`src/rtl/fpu_mul_pipe_ctl_if.sv`:
```
// Request/result handshake bundle for the FP multiply pipe controller.
// master = requester and result consumer, slave = pipe controller.
interface fpu_mul_pipe_ctl_if;
    logic       inq_mul_req;
    logic [4:0] inq_id;
    logic       inq_dbl;
    logic       mul_inq_ack;
    logic       mul_dest_rdy;
    logic       mul_res_vld;
    logic [4:0] mul_res_id;

    modport master (
        output inq_mul_req,
        output inq_id,
        output inq_dbl,
        output mul_dest_rdy,
        input  mul_inq_ack,
        input  mul_res_vld,
        input  mul_res_id
    );

    modport slave (
        input  inq_mul_req,
        input  inq_id,
        input  inq_dbl,
        input  mul_dest_rdy,
        output mul_inq_ack,
        output mul_res_vld,
        output mul_res_id
    );
endinterface

```
`src/rtl/fpu_mul_pipe_ctl.sv`:
```
// Six-stage FP multiply pipe control: stage valids/tags, stall, step selects.
// Define FPU_MUL_CLKGATE_EN to gate the datapath clock while the pipe is idle.
module fpu_mul_pipe_ctl (
    input  logic                     rclk,
    input  logic                     arst_l,
    fpu_mul_pipe_ctl_if.slave        mul_if,
    input  logic                     m4stg_denorm,
    input  logic                     m5stg_rnd_up,
    input  logic                     m5stg_in_of,
    output logic                     m6stg_step,
    output logic                     fmul_clken_l,
    output logic                     m4stg_left_shift_step,
    output logic                     m4stg_right_shift_step,
    output logic                     mul_frac_out_fracadd,
    output logic                     mul_frac_out_frac,
    output logic                     m5stg_fmuls,
    output logic                     m5stg_fmulda,
    output logic [2:0]               mul_pipe_cnt
);

    typedef struct packed {
        logic       vld;
        logic [4:0] id;
        logic       dbl;
    } stg_t;

    stg_t [6:1] stg_q;
    stg_t [6:1] stg_d;
    logic [2:0] cnt_q;
    logic [2:0] cnt_d;
    logic       ack;
    logic       done;

    always_comb begin
        m6stg_step = ~stg_q[6].vld | mul_if.mul_dest_rdy;
        // Hold ack low while reset is applied so no request appears accepted.
        ack        = mul_if.inq_mul_req & m6stg_step & arst_l;
        done       = stg_q[6].vld & mul_if.mul_dest_rdy;
    end

    always_comb begin
        stg_d = stg_q;
        if (m6stg_step) begin
            stg_d[1].vld = ack;
            stg_d[1].id  = mul_if.inq_id;
            stg_d[1].dbl = mul_if.inq_dbl;
            for (int k = 2; k <= 6; k++) begin
                stg_d[k] = stg_q[k-1];
            end
        end
    end

    always_comb begin
        cnt_d = cnt_q;
        unique case ({ack, done})
            2'b10:   cnt_d = cnt_q + 3'd1;
            2'b01:   cnt_d = cnt_q - 3'd1;
            default: cnt_d = cnt_q;
        endcase
    end

    always_ff @(posedge rclk or negedge arst_l) begin
        if (!arst_l) begin
            stg_q <= '0;
            cnt_q <= 3'd0;
        end else begin
            stg_q <= stg_d;
            cnt_q <= cnt_d;
        end
    end

    always_comb begin
        mul_if.mul_inq_ack     = ack;
        mul_if.mul_res_vld     = stg_q[6].vld;
        mul_if.mul_res_id      = stg_q[6].id;
        mul_pipe_cnt           = cnt_q;
        m4stg_left_shift_step  = stg_q[4].vld & ~m4stg_denorm & m6stg_step;
        m4stg_right_shift_step = stg_q[4].vld &  m4stg_denorm & m6stg_step;
        m5stg_fmuls            = stg_q[5].vld & ~stg_q[5].dbl;
        m5stg_fmulda           = stg_q[5].vld &  stg_q[5].dbl;
        mul_frac_out_fracadd   = stg_q[5].vld &  m5stg_rnd_up & ~m5stg_in_of;
        mul_frac_out_frac      = stg_q[5].vld & ~m5stg_rnd_up & ~m5stg_in_of;
    end

`ifdef FPU_MUL_CLKGATE_EN
    assign fmul_clken_l = ~(mul_if.inq_mul_req | (cnt_q != 3'd0));
`else
    assign fmul_clken_l = 1'b0;
`endif

    a_cnt_range: assert property (
        @(posedge rclk) disable iff (!arst_l) cnt_q <= 3'd6);

    a_cnt_pop: assert property (
        @(posedge rclk) disable iff (!arst_l)
        32'(cnt_q) == $countones({stg_q[1].vld, stg_q[2].vld, stg_q[3].vld,
                                  stg_q[4].vld, stg_q[5].vld, stg_q[6].vld}));

    a_shift_excl: assert property (
        @(posedge rclk) disable iff (!arst_l)
        !(m4stg_left_shift_step && m4stg_right_shift_step));

    a_frac_excl: assert property (
        @(posedge rclk) disable iff (!arst_l)
        !(mul_frac_out_fracadd && mul_frac_out_frac));

endmodule

```
`src/flat_wrapper.sv`:
```
// flat-port wrapper written by rule: the top's interface ports become plain ports
module fpu_mul_pipe_ctl_flat 
  (rclk, arst_l, m4stg_denorm, m5stg_rnd_up, m5stg_in_of, m6stg_step, fmul_clken_l, m4stg_left_shift_step, m4stg_right_shift_step, mul_frac_out_fracadd, mul_frac_out_frac, m5stg_fmuls, m5stg_fmulda, mul_pipe_cnt, mul_if_inq_mul_req, mul_if_inq_id, mul_if_inq_dbl, mul_if_mul_dest_rdy, mul_if_mul_inq_ack, mul_if_mul_res_vld, mul_if_mul_res_id);
  fpu_mul_pipe_ctl_if mul_if_i ();
  input  logic rclk;
  input  logic arst_l;
  input  logic m4stg_denorm;
  input  logic m5stg_rnd_up;
  input  logic m5stg_in_of;
  output logic m6stg_step;
  output logic fmul_clken_l;
  output logic m4stg_left_shift_step;
  output logic m4stg_right_shift_step;
  output logic mul_frac_out_fracadd;
  output logic mul_frac_out_frac;
  output logic m5stg_fmuls;
  output logic m5stg_fmulda;
  output logic [2:0] mul_pipe_cnt;
  input wire logic [$bits(mul_if_i.inq_mul_req)-1:0] mul_if_inq_mul_req;
  input wire logic [$bits(mul_if_i.inq_id)-1:0] mul_if_inq_id;
  input wire logic [$bits(mul_if_i.inq_dbl)-1:0] mul_if_inq_dbl;
  input wire logic [$bits(mul_if_i.mul_dest_rdy)-1:0] mul_if_mul_dest_rdy;
  output wire logic [$bits(mul_if_i.mul_inq_ack)-1:0] mul_if_mul_inq_ack;
  output wire logic [$bits(mul_if_i.mul_res_vld)-1:0] mul_if_mul_res_vld;
  output wire logic [$bits(mul_if_i.mul_res_id)-1:0] mul_if_mul_res_id;
  assign mul_if_i.inq_mul_req = mul_if_inq_mul_req;
  assign mul_if_i.inq_id = mul_if_inq_id;
  assign mul_if_i.inq_dbl = mul_if_inq_dbl;
  assign mul_if_i.mul_dest_rdy = mul_if_mul_dest_rdy;
  assign mul_if_mul_inq_ack = mul_if_i.mul_inq_ack;
  assign mul_if_mul_res_vld = mul_if_i.mul_res_vld;
  assign mul_if_mul_res_id = mul_if_i.mul_res_id;
  fpu_mul_pipe_ctl u_core (.rclk(rclk), .arst_l(arst_l), .mul_if(mul_if_i), .m4stg_denorm(m4stg_denorm), .m5stg_rnd_up(m5stg_rnd_up), .m5stg_in_of(m5stg_in_of), .m6stg_step(m6stg_step), .fmul_clken_l(fmul_clken_l), .m4stg_left_shift_step(m4stg_left_shift_step), .m4stg_right_shift_step(m4stg_right_shift_step), .mul_frac_out_fracadd(mul_frac_out_fracadd), .mul_frac_out_frac(mul_frac_out_frac), .m5stg_fmuls(m5stg_fmuls), .m5stg_fmulda(m5stg_fmulda), .mul_pipe_cnt(mul_pipe_cnt));
endmodule
```
`config.mk`:
```
export PLATFORM = sky130hd
export DESIGN_NAME = fpu_mul_pipe_ctl_flat
export DESIGN_NICKNAME = d
export VERILOG_FILES = /design/src/rtl/fpu_mul_pipe_ctl_if.sv /design/src/rtl/fpu_mul_pipe_ctl.sv /design/src/flat_wrapper.sv
export SDC_FILE = /design/constraint.sdc
export NUM_CORES = 1
export LEC_CHECK = 0
export CAP_MARGIN = 20
export CORE_MARGIN = 5
export CORE_UTILIZATION = 45
export DETAILED_ROUTE_END_ITERATION = 10
export GPL_ROUTABILITY_DRIVEN = 0
export PLACE_DENSITY = 0.7
export SLEW_MARGIN = 40
export SYNTH_ARGS = -nofsm -noshare
export SYNTH_HDL_FRONTEND = slang
export SYNTH_SLANG_ARGS = --single-unit
```
`constraint.sdc`:
```
create_clock -name rclk -period 4.04 [get_ports rclk]
set_input_delay 0.808 -clock rclk [delete_from_list [all_inputs] [get_ports rclk]]
set_output_delay 0.808 -clock rclk [all_outputs]
set_load 0.01 [all_outputs]
```
==> results of run 1 <==
## registers in the layout, indices dropped and copies added (netlist names)
signal / count
u_core.stg_q: 35
u_core.mul_if.mul_res_id: 5
u_core.mul_pipe_cnt: 3
u_core.mul_if.mul_res_vld: 1
## worst max-delay path: cells and delay by family
kind                   cells  cell delay, ns
buffers and inverters      4            1.54
AND/OR/NAND/NOR            1            0.05
## path summary, 6_finish.rpt
check	end	slack (ns)	depth (start not counted)
min in group asynchronous	u_core.stg_q[16]$_DFFE_PN0N_	0.63	2
min	u_core.stg_q[26]$_DFFE_PN0N_	0.47	2
min reg2reg	u_core.stg_q[26]$_DFFE_PN0N_	0.47	2
max	m6stg_step	0.81	5
max reg2reg	u_core.mul_pipe_cnt[2]$_DFFE_PN0P_	2.16	8
max in group asynchronous	u_core.stg_q[34]$_DFFE_PN0N_	3.04	2
## cell families (layout without fill, tap and decap cells)
group / after synthesis / in the layout
buffers and inverters: 17 / 43
adder cells (fa/ha/maj): 2 / 2
multiplexers: 1 / 1
XOR/XNOR: 3 / 3
flip-flops: 44 / 44
AND/OR/NAND/NOR: 128 / 128
other: 1 / 1
AO/OA/AOI/OAI: 1 / 1
## per-stage QoR
| stage | worst slack [ns] | utilization, % | std cells | instance area [um2] |
|---|---|---|---|---|
| 2_1_floorplan | 1.90 | - | 197 | 1820 |
| 3_3_place_gp | 0.797 | 52.0 | 265 | 2070 |
| 3_5_place_dp | 0.795 | 52.0 | 265 | 2070 |
| 4_1_cts | 0.796 | 55.1 | 273 | 2190 |
| 5_1_grt | 0.714 | 55.1 | 273 | 2190 |
| 6_report | 0.813 | 55.1 | 273 | 2190 |
## power by group through the flow
stage | registers, uW | clock network [uW] | logic [uW]
2_1_floorplan | 728 | 0 | 357
3_3_place_gp | 732 | 0 | 485
3_5_place_dp | 738 | 0 | 495
4_1_cts | 729 | 359 | 498
5_1_grt | 751 | 376 | 558
6_report | 728 | 347 | 485
## final cells by class
class                           count  area [um2]
Clock buffer                        6        82.6
Clock inverter                      2        38.8
Fill cell                         377        1780
Inverter                            3        11.3
Multi-Input combinational cell    136         583
Sequential cell                    44        1100
Tap cell                           50        62.6
Timing Repair Buffer               32         308
## layer usage
layer	wire length, um	vias up	GRT usage, %
li1	-	632	-
met1	1330	537	15.1
met2	1230	22	18.4
met3	130	5	4.51
met4	52	0	6.04
met5	0	-	0
## Yosys cell counts, types with 2 or more instances
| library cell | count |
|---|---|
| buf_6 | 6 |
| xnor2_1 | 2 |
| buf_4 | 6 |
| nor2_1 | 3 |
| nand2_1 | 118 |
| and2_1 | 2 |
| dfrtp_1 | 44 |
| buf_2 | 2 |
| inv_1 | 2 |
==> reports/qor.yml, run 1 <==
routing:
  dr_total_vias: 1196
  via_per_inst: 4.38
  drtPass1Iterations: 4
  drt_iter0_markers: 91
  drtAntennaViolNets: 0
  wl_um: 2740
  wl_per_cell_um: 10.0
  drc: 0
floorplan:
  fp.dieH_um: 73.6
  die-width_um: 73.6
  core_region_area_mm2: 0.00397
  start_util_pct: 45.8
  rows: 23
  num_io_pins: 31
  dieArea_mm2: 0.00541
min_path:
  hold_start: "u_core.stg_q[19]$_DFFE_PN0N_"
  hp-class: "register to register"
sta:
  fin_hold_ws_ns: 0.467
  slew_headroom_pct: 64.8
  finalSetupTns_ns: 0
  rsz0062_at_grt: "false"
  fmaxAchievable_mhz: 310
  worst_pin_slew_ns: 0.528
  finalSetupViolations: 0
  layout_min_cycle_time_ns: 3.23
  fin_crit_sh_pct: 79.9
  final_hold_viol_count: 0
  slew_viol_final: 0
  clock_skew_ns: 0.0119
clock_tree:
  cts_resized: 0
  cts_setup_buffers: 0
  clockBufferDepth: 2
  clk_pin_slew_ns: 0.09
  numCtsBuffers: 5
  cts_tree: "built"
  clock-sinks: 44
  cts_max_level: 2
  clkLatencyLatePin_ns: 0.30
  cts_hold_buffers: 0
  root_buffer: "clkbuf_8"
logic_synthesis:
  ys_top_cells_by_area: "dfrtp_1 61%, nand2_1 24%, buf_6 3.7%"
  synth_compound_area_share_pct: 0.275
  synthFlopType: "dfrtp_1"
  synthMuxAreaShare_pct: 0.619
  yosysSeqAreaShare_pct: 60.6
  synth.cell_area_mm2: 0.00182
  yosysWarnings: 0
  async_flop_share_pct: 100
  synth_xor_xnor_area_share_pct: 1.45
  yosys.area_share.simple_pct: 27.7
  synth_top_area_share_pct: 60.6
  synth_nets: 212
  synth-edff-count: 0
  synth.distinct_cells: 21
  avgSynthCellArea_um2: 9.23
  synth_top_family_by_area: "simple AND/OR/NAND/NOR gates"
  synth_area_leader_cell: "dfrtp_1"
  yosys.area_share.adder_pct: 1.79
  ys_seq_elements: 44
  synth_cells: 197
setup_path:
  crit_type: "input port to primary output"
  path_cells: "clkdlybuf4s50_1 > nor2b_4 > inv_2 > buf_4 > clkdlybuf4s50_1"
  reg2reg_from: "u_core.mul_if.mul_res_vld$_DFFE_PN0N_"
  cp_max_fo: 40
  setup.worst_path.end_class: "primary output"
  cp-start-kind: "input port"
  cp_common_cell: "clkdlybuf4s50_1"
  cpPeakStageDelay_ns: 0.61
  worstPathRequired_ns: 3.23
  startpoint: "mul_if_mul_dest_rdy"
  crit_arrival_ns: 2.42
  crit_slowest_cell: "clkdlybuf4s50_1"
power:
  seqPwrFrac_pct: 46.7
  power.clock.fraction_pct: 22.2
  switching_share_pct: 31.3
  pwr_density_cell_mw_per_mm2: 713
  combPwrFrac_pct: 31.1
  peakVddDrop_mv: 0.437
  finalPower_uw: 1560
  p_leak_uw: 0.00113
  power.internal_uw: 1070
  power.switching_uw: 488
final_layout:
  nets: 237
  layout_commonest_cell: "nand2_1"
  num_antenna_cells: 0
  syn_to_final_growth_pct: 20.3
  drive_above_1_share_pct: 6.73
  final_cell_mix: "118 x nand2_1, 44 x dfrtp_1, 28 x clkdlybuf4s50_1"
place:
  port_buffers: 29
  hpwlAfterDp_um: 1770
global_route:
  grt_pass1_vias: 1126
  grt_max_degree: 45
  antenna_found_initial: 0
  grtUsageTotal_pct: 12.1
  grt_pass1_wl_um: 4940
  grt-ovfl-total: 0
outcome:
  status: "finished, final reports clean"
flow_run:
  maxCapViolCount: 0
(Power assumes the default switching activity.)
==> run 2, diff against run 1 <==
clock period = 3.02 ns   (was 4.04 ns; I/O delays follow)
==> reports/qor.yml, run 2 (synthesis gave the netlist of run 1 again) <==
power:
  switching_share_pct: 32.7  # was 31.3%
  pwr_density_cell_mw_per_mm2: 917  # was 713 mW/mm2
  combPwrFrac_pct: 33.3  # was 31.1%
  p_leak_uw: 0.00111  # was 0.00113 uW
  seqPwrFrac_pct: 49.7  # was 46.7%
  power.switching_uw: 643  # was 488 uW
  power.clock.fraction_pct: 17.0  # was 22.2%
  power.internal_uw: 1320  # was 1070 uW
  finalPower_uw: 1970  # was 1560 uW
  peakVddDrop_mv: 0.392  # was 0.437 mV
clock_tree:
  cts_hold_buffers: 0  # unchanged
  cts_max_level: 2  # unchanged
  clkLatencyLatePin_ns: 0.29  # was 0.30 ns
  root_buffer: "clkbuf_8"  # unchanged
  cts_setup_buffers: 0  # unchanged
  numCtsBuffers: 5  # unchanged
  cts_tree: "built"  # unchanged
  cts_resized: 0  # unchanged
  clock-sinks: 44  # unchanged
  clk_pin_slew_ns: 0.07  # was 0.09 ns
  clockBufferDepth: 2  # unchanged
routing:
  via_per_inst: 4.44  # was 4.38
  wl_um: 2830  # was 2740 um
  wl_per_cell_um: 10.4  # was 10.0 um
  drtAntennaViolNets: 0  # unchanged
  drtPass1Iterations: 4  # unchanged
  dr_total_vias: 1209  # was 1,196
  drc: 0  # unchanged
  drt_iter0_markers: 121  # was 91
global_route:
  grt_pass1_wl_um: 5030  # was 4940 um
  grt_pass1_vias: 1118  # was 1,126
  antenna_found_initial: 0  # unchanged
  grtUsageTotal_pct: 12.1  # about the same
  grt-ovfl-total: 0  # unchanged
  grt_max_degree: 45  # unchanged
sta:
  layout_min_cycle_time_ns: 2.62
  finalSetupTns_ns: 0  # unchanged
  rsz0062_at_grt: "false"  # unchanged
  clock_skew_ns: 0.00472  # was 0.0119 ns
  final_hold_viol_count: 0  # unchanged
  worst_pin_slew_ns: 0.535  # was 0.528 ns
  slew_viol_final: 0  # unchanged
  fin_crit_sh_pct: 86.7
  finalSetupViolations: 0  # unchanged
  fmaxAchievable_mhz: 382
  slew_headroom_pct: 64.3  # was 64.8%
floorplan:
  core_region_area_mm2: 0.00397  # unchanged
  die-width_um: 73.6  # unchanged
  rows: 23  # unchanged
  num_io_pins: 31  # unchanged
  start_util_pct: 45.8  # unchanged
  fp.dieH_um: 73.6  # unchanged
  dieArea_mm2: 0.00541  # unchanged
final_layout:
  drive_above_1_share_pct: 5.86  # was 6.73%
  num_antenna_cells: 0  # unchanged
  syn_to_final_growth_pct: 17.9  # was 20.3%
  final_cell_mix: "118 x nand2_1, 44 x dfrtp_1, 28 x clkdlybuf4s50_1"  # unchanged
  layout_commonest_cell: "nand2_1"  # unchanged
  fin_cells: 272  # was 273
  largest_register: "u_core.stg_q"  # unchanged
  nets: 237  # unchanged
  fillCellCount: 391  # was 377
  largest_reg_flops: 35  # unchanged
setup_path:
  worstPathRequired_ns: 2.42  # was 3.23 ns
  crit_slowest_cell: "clkdlybuf4s50_1"  # unchanged
  crit_type: "input port to primary output"  # unchanged
  cp-start-kind: "input port"  # unchanged
  cp_max_fo: 6  # was 40
  path_cells: "clkdlybuf4s50_1 > nor2b_4 > inv_2 > nand3_1 > inv_1 > clkdlybuf4s50_1"  # was clkdlybuf4s50_1 > nor2b_4 > inv_2 > buf_4 > clkdlybuf4s50_1
  crit_arrival_ns: 2.01  # was 2.42 ns
  cp_common_cell: "clkdlybuf4s50_1"  # unchanged
  setup.worst_path.end_class: "primary output"  # unchanged
  cpPeakStageDelay_ns: 0.53  # was 0.61 ns
outcome:
  status: "finished, final reports clean"  # unchanged
place:
  port_buffers: 29  # unchanged
  hpwlAfterDp_um: 1820  # was 1770 um
  dp_cells: 265  # unchanged
flow_run:
  maxCapViolCount: 0  # unchanged
min_path:
  hp-class: "input port to asynchronous set/reset pin"  # was register to register
[run 2: cell types whose count changed in the layout (fill, tap and decap cells not counted)]
cell,change
bufinv_16,-1
clkbuf_1,+1
clkbuf_8,-1
clkinv_2,+1
clkinv_4,-1
[run 2: area by class of cell]
type | instances | area, um2 | share of cell area, %
sequential | 44 | 1100 | 51.4
multi-input combinational | 136 | 583 | 27.2
timing repair buffer | 32 | 308 | 14.4
clock buffer | 6 | 72.6 | 3.39
tap | 50 | 62.6 | 2.92
inverter | 3 | 11.3 | 0.525
clock inverter | 1 | 5.00 | 0.234
[run 2: final timing paths]
path	from	to	slack, ns	cells after the start
hold / removal	arst_l	u_core.stg_q[23]$_DFFE_PN0N_	0.43	2
setup / recovery	mul_if_mul_dest_rdy	mul_if_mul_inq_ack	0.40	6
max in group asynchronous	arst_l	u_core.mul_if.mul_res_id[3]$_DFFE_PN0N_	2.22	2
setup reg to reg	u_core.mul_if.mul_res_vld$_DFFE_PN0N_	u_core.mul_pipe_cnt[2]$_DFFE_PN0P_	1.16	8
hold reg to reg	u_core.mul_if.mul_res_id[4]$_DFFE_PN0N_	u_core.mul_if.mul_res_id[4]$_DFFE_PN0N_	0.46	2
min in group rclk	u_core.mul_if.mul_res_id[4]$_DFFE_PN0N_	u_core.mul_if.mul_res_id[4]$_DFFE_PN0N_	0.46	2
[run 2: layer usage]
metal	share of wire, %	global-route usage, %	up-vias
met1	47	16.4	547
met2	46	18.0	27
li1	-	-	633
met5	0	0	-
met4	0.71	5.43	0
met3	5.5	3.28	2
[run 2: per-stage QoR]
| stage | util (%) | setup WS [ns] | hold WS, ns | cell area (um2) |
|---|---|---|---|---|
| after floorplan | - | 1.08 | 0.308 | 1820 |
| after global placement | 52.0 | 0.421 | 0.449 | 2070 |
| after detailed placement | 52.0 | 0.401 | 0.455 | 2070 |
| after CTS | 54.0 | 0.394 | 0.467 | 2140 |
| after global routing | 54.0 | 0.337 | 0.477 | 2140 |
| final | 54.0 | 0.403 | 0.433 | 2140 |
[run 2: power groups by stage]
stage	combinational [uW]	clock [uW]	sequential, uW
floorplan	477	0	974
global placement	649	0	981
detailed placement	669	0	989
CTS	672	346	978
global route	749	376	1010
finish	655	334	977
[run 2: critical path, delay by kind of cell]
| kind | cells | cell delay (ns) |
|---|---|---|
| buffers and inverters | 4 | 1.21 |
| AND/OR/NAND/NOR | 2 | 0.20 |
==> run 3, diff against run 2 <==
CELL_PAD_IN_SITES_DETAIL_PLACEMENT = 1   (was not set)
CELL_PAD_IN_SITES_GLOBAL_PLACEMENT = 1   (was not set)
CORE_UTILIZATION = 35   (was 45)
PLACE_DENSITY = not set   (was 0.7)
PLACE_DENSITY_LB_ADDON = 0.1   (was not set)
TNS_END_PERCENT = 20   (was not set)
clock period = 2.4 ns   (was 3.02 ns; I/O delays follow)
==> reports/qor.yml, run 3 (synthesis gave the netlist of run 1 again) <==
setup_path:
  setup.worst_path.end_class: "primary output"  # unchanged
  crit_type: "input port to primary output"  # unchanged
  crit_arrival_ns: 1.83  # was 2.01 ns
  reg2reg_from: "u_core.mul_if.mul_res_vld$_DFFE_PN0N_"  # unchanged
  cp-start-kind: "input port"  # unchanged
  worstPathRequired_ns: 1.92  # was 2.42 ns
  cp_max_fo: 5  # was 6
  startpoint: "mul_if_mul_dest_rdy"  # unchanged
final_layout:
  largest_register: "u_core.stg_q"  # unchanged
  fillCellCount: 618  # was 391
  layout_commonest_cell: "nand2_1"  # unchanged
  drive_above_1_share_pct: 7.56  # was 5.86%
  final_cell_mix: "118 x nand2_1, 44 x dfrtp_1, 26 x clkdlybuf4s50_1"  # was 118 x nand2_1, 44 x dfrtp_1, 28 x clkdlybuf4s50_1
  num_antenna_cells: 0  # unchanged
  syn_to_final_growth_pct: 21.2  # was 17.9%
  nets: 239  # was 237
  final_util_pct: 43.4  # was 54.0%
  largest_reg_flops: 35  # unchanged
place:
  hpwlAfterDp_um: 2430  # was 1820 um
  port_buffers: 29  # unchanged
clock_tree:
  numCtsBuffers: 5  # unchanged
  cts_hold_buffers: 0  # unchanged
  clock-sinks: 44  # unchanged
  root_buffer: "clkbuf_8"  # unchanged
  clockBufferDepth: 2  # unchanged
  clkLatencyLatePin_ns: 0.29  # about the same
  cts_tree: "built"  # unchanged
  clk_pin_slew_ns: 0.07  # about the same
  cts_max_level: 2  # unchanged
  cts_setup_buffers: 0  # unchanged
  cts_resized: 0  # unchanged
routing:
  drt_iter0_markers: 41  # was 121
  via_per_inst: 4.37  # was 4.44
  wl_um: 3490  # was 2830 um
  wl_per_cell_um: 11.8  # was 10.4 um
  drtPass1Iterations: 4  # unchanged
  drc: 0  # unchanged
  dr_total_vias: 1288  # was 1,209
  drtAntennaViolNets: 0  # unchanged
power:
  finalPower_uw: 2570  # was 1970 uW
  peakVddDrop_mv: 0.556  # was 0.392 mV
  pwr_density_cell_mw_per_mm2: 1170  # was 917 mW/mm2
  p_leak_uw: 0.00116  # was 0.00111 uW
floorplan:
  fp.dieH_um: 82.1  # was 73.6 um
  num_io_pins: 31  # unchanged
  dieArea_mm2: 0.00674  # was 0.00541 mm2
  rows: 26  # was 23
  start_util_pct: 35.8  # was 45.8%
  core_region_area_mm2: 0.00507  # was 0.00397 mm2
  die-width_um: 82.1  # was 73.6 um
global_route:
  grt_max_degree: 45  # unchanged
  grt-ovfl-total: 0  # unchanged
  antenna_found_initial: 0  # unchanged
  grt_pass1_wl_um: 6020  # was 5030 um
  grt_pass1_vias: 1408  # was 1,118
  grtUsageTotal_pct: 11.7  # was 12.1%
sta:
  fmaxAchievable_mhz: 433
  slew_headroom_pct: 62.7  # was 64.3%
  layout_min_cycle_time_ns: 2.31
  worst_pin_slew_ns: 0.560  # was 0.535 ns
  final_hold_viol_count: 0  # unchanged
  rsz0062_at_grt: "false"  # unchanged
  clock_skew_ns: 0.00622  # was 0.00472 ns
  fin_crit_sh_pct: 96.3
  fin_hold_ws_ns: 0.301  # was 0.433 ns
  slew_viol_final: 0  # unchanged
  finalSetupViolations: 0  # unchanged
outcome:
  status: "finished, final reports clean"  # unchanged
flow_run:
  maxCapViolCount: 0  # unchanged
min_path:
  hp-class: "input port to asynchronous set/reset pin"  # unchanged
run 3: layout make-up:
class | instances | area (um2) | area share (%)
clock inverters | 2 | 10.0 | 0.454
repair buffers | 34 | 328 | 14.9
multi-input cells | 136 | 583 | 26.5
flip-flops and latches | 44 | 1100 | 50.0
clock buffers | 6 | 82.6 | 3.75
inverters | 3 | 11.3 | 0.511
well taps | 70 | 87.6 | 3.98
run 3: path summary, 6_finish.rpt:
| check | slack [ns] | to | depth (start not counted) |
|---|---|---|---|
| max | 0.09 | m4stg_right_shift_step | 5 |
| min | 0.30 | u_core.stg_q[7]$_DFFE_PN0N_ | 2 |
| max reg2reg | 0.51 | u_core.mul_pipe_cnt[2]$_DFFE_PN0P_ | 8 |
| min reg2reg | 0.47 | u_core.mul_if.mul_res_id[4]$_DFFE_PN0N_ | 2 |
| max in group asynchronous | 1.71 | u_core.stg_q[5]$_DFFE_PN0N_ | 2 |
| min in group rclk | 0.47 | u_core.mul_if.mul_res_id[4]$_DFFE_PN0N_ | 2 |
run 3: routing by layer:
layer | vias to the layer above | GRT usage (%) | routed length, um
met5 | - | 0 | 0
met4 | 0 | 3.99 | 48
met3 | 6 | 4.28 | 201
met2 | 29 | 20.8 | 1650
met1 | 617 | 13.0 | 1590
li1 | 636 | - | -
run 3: power breakdown:
group | total, uW | switching, uW | internal (uW) | leakage [uW]
registers | 1240 | 177 | 1060 | 0.000540
clock network | 468 | 238 | 230 | 0.0000510
logic | 864 | 449 | 415 | 0.000574
total | 2570 | 865 | 1700 | 0.00116
run 3: metrics by stage:
step	setup slack, ns	cells	cell area (um2)	TNS (ns)
2_1_floorplan	0.546	197	1820	0
3_3_place_gp	0.0600	287	2110	0
3_5_place_dp	-0.00505	287	2110	-0.00505
4_1_cts	0.0355	295	2200	0
5_1_grt	0.0614	295	2200	0
6_report	0.0900	295	2200	0
run 3: worst max-delay path, cell delays in order:
cell and delay [ns]:
clkdlybuf4s50_1 0.52, nor2b_4 0.06, inv_2 0.08, and3_1 0.16, clkdlybuf4s50_1 0.53
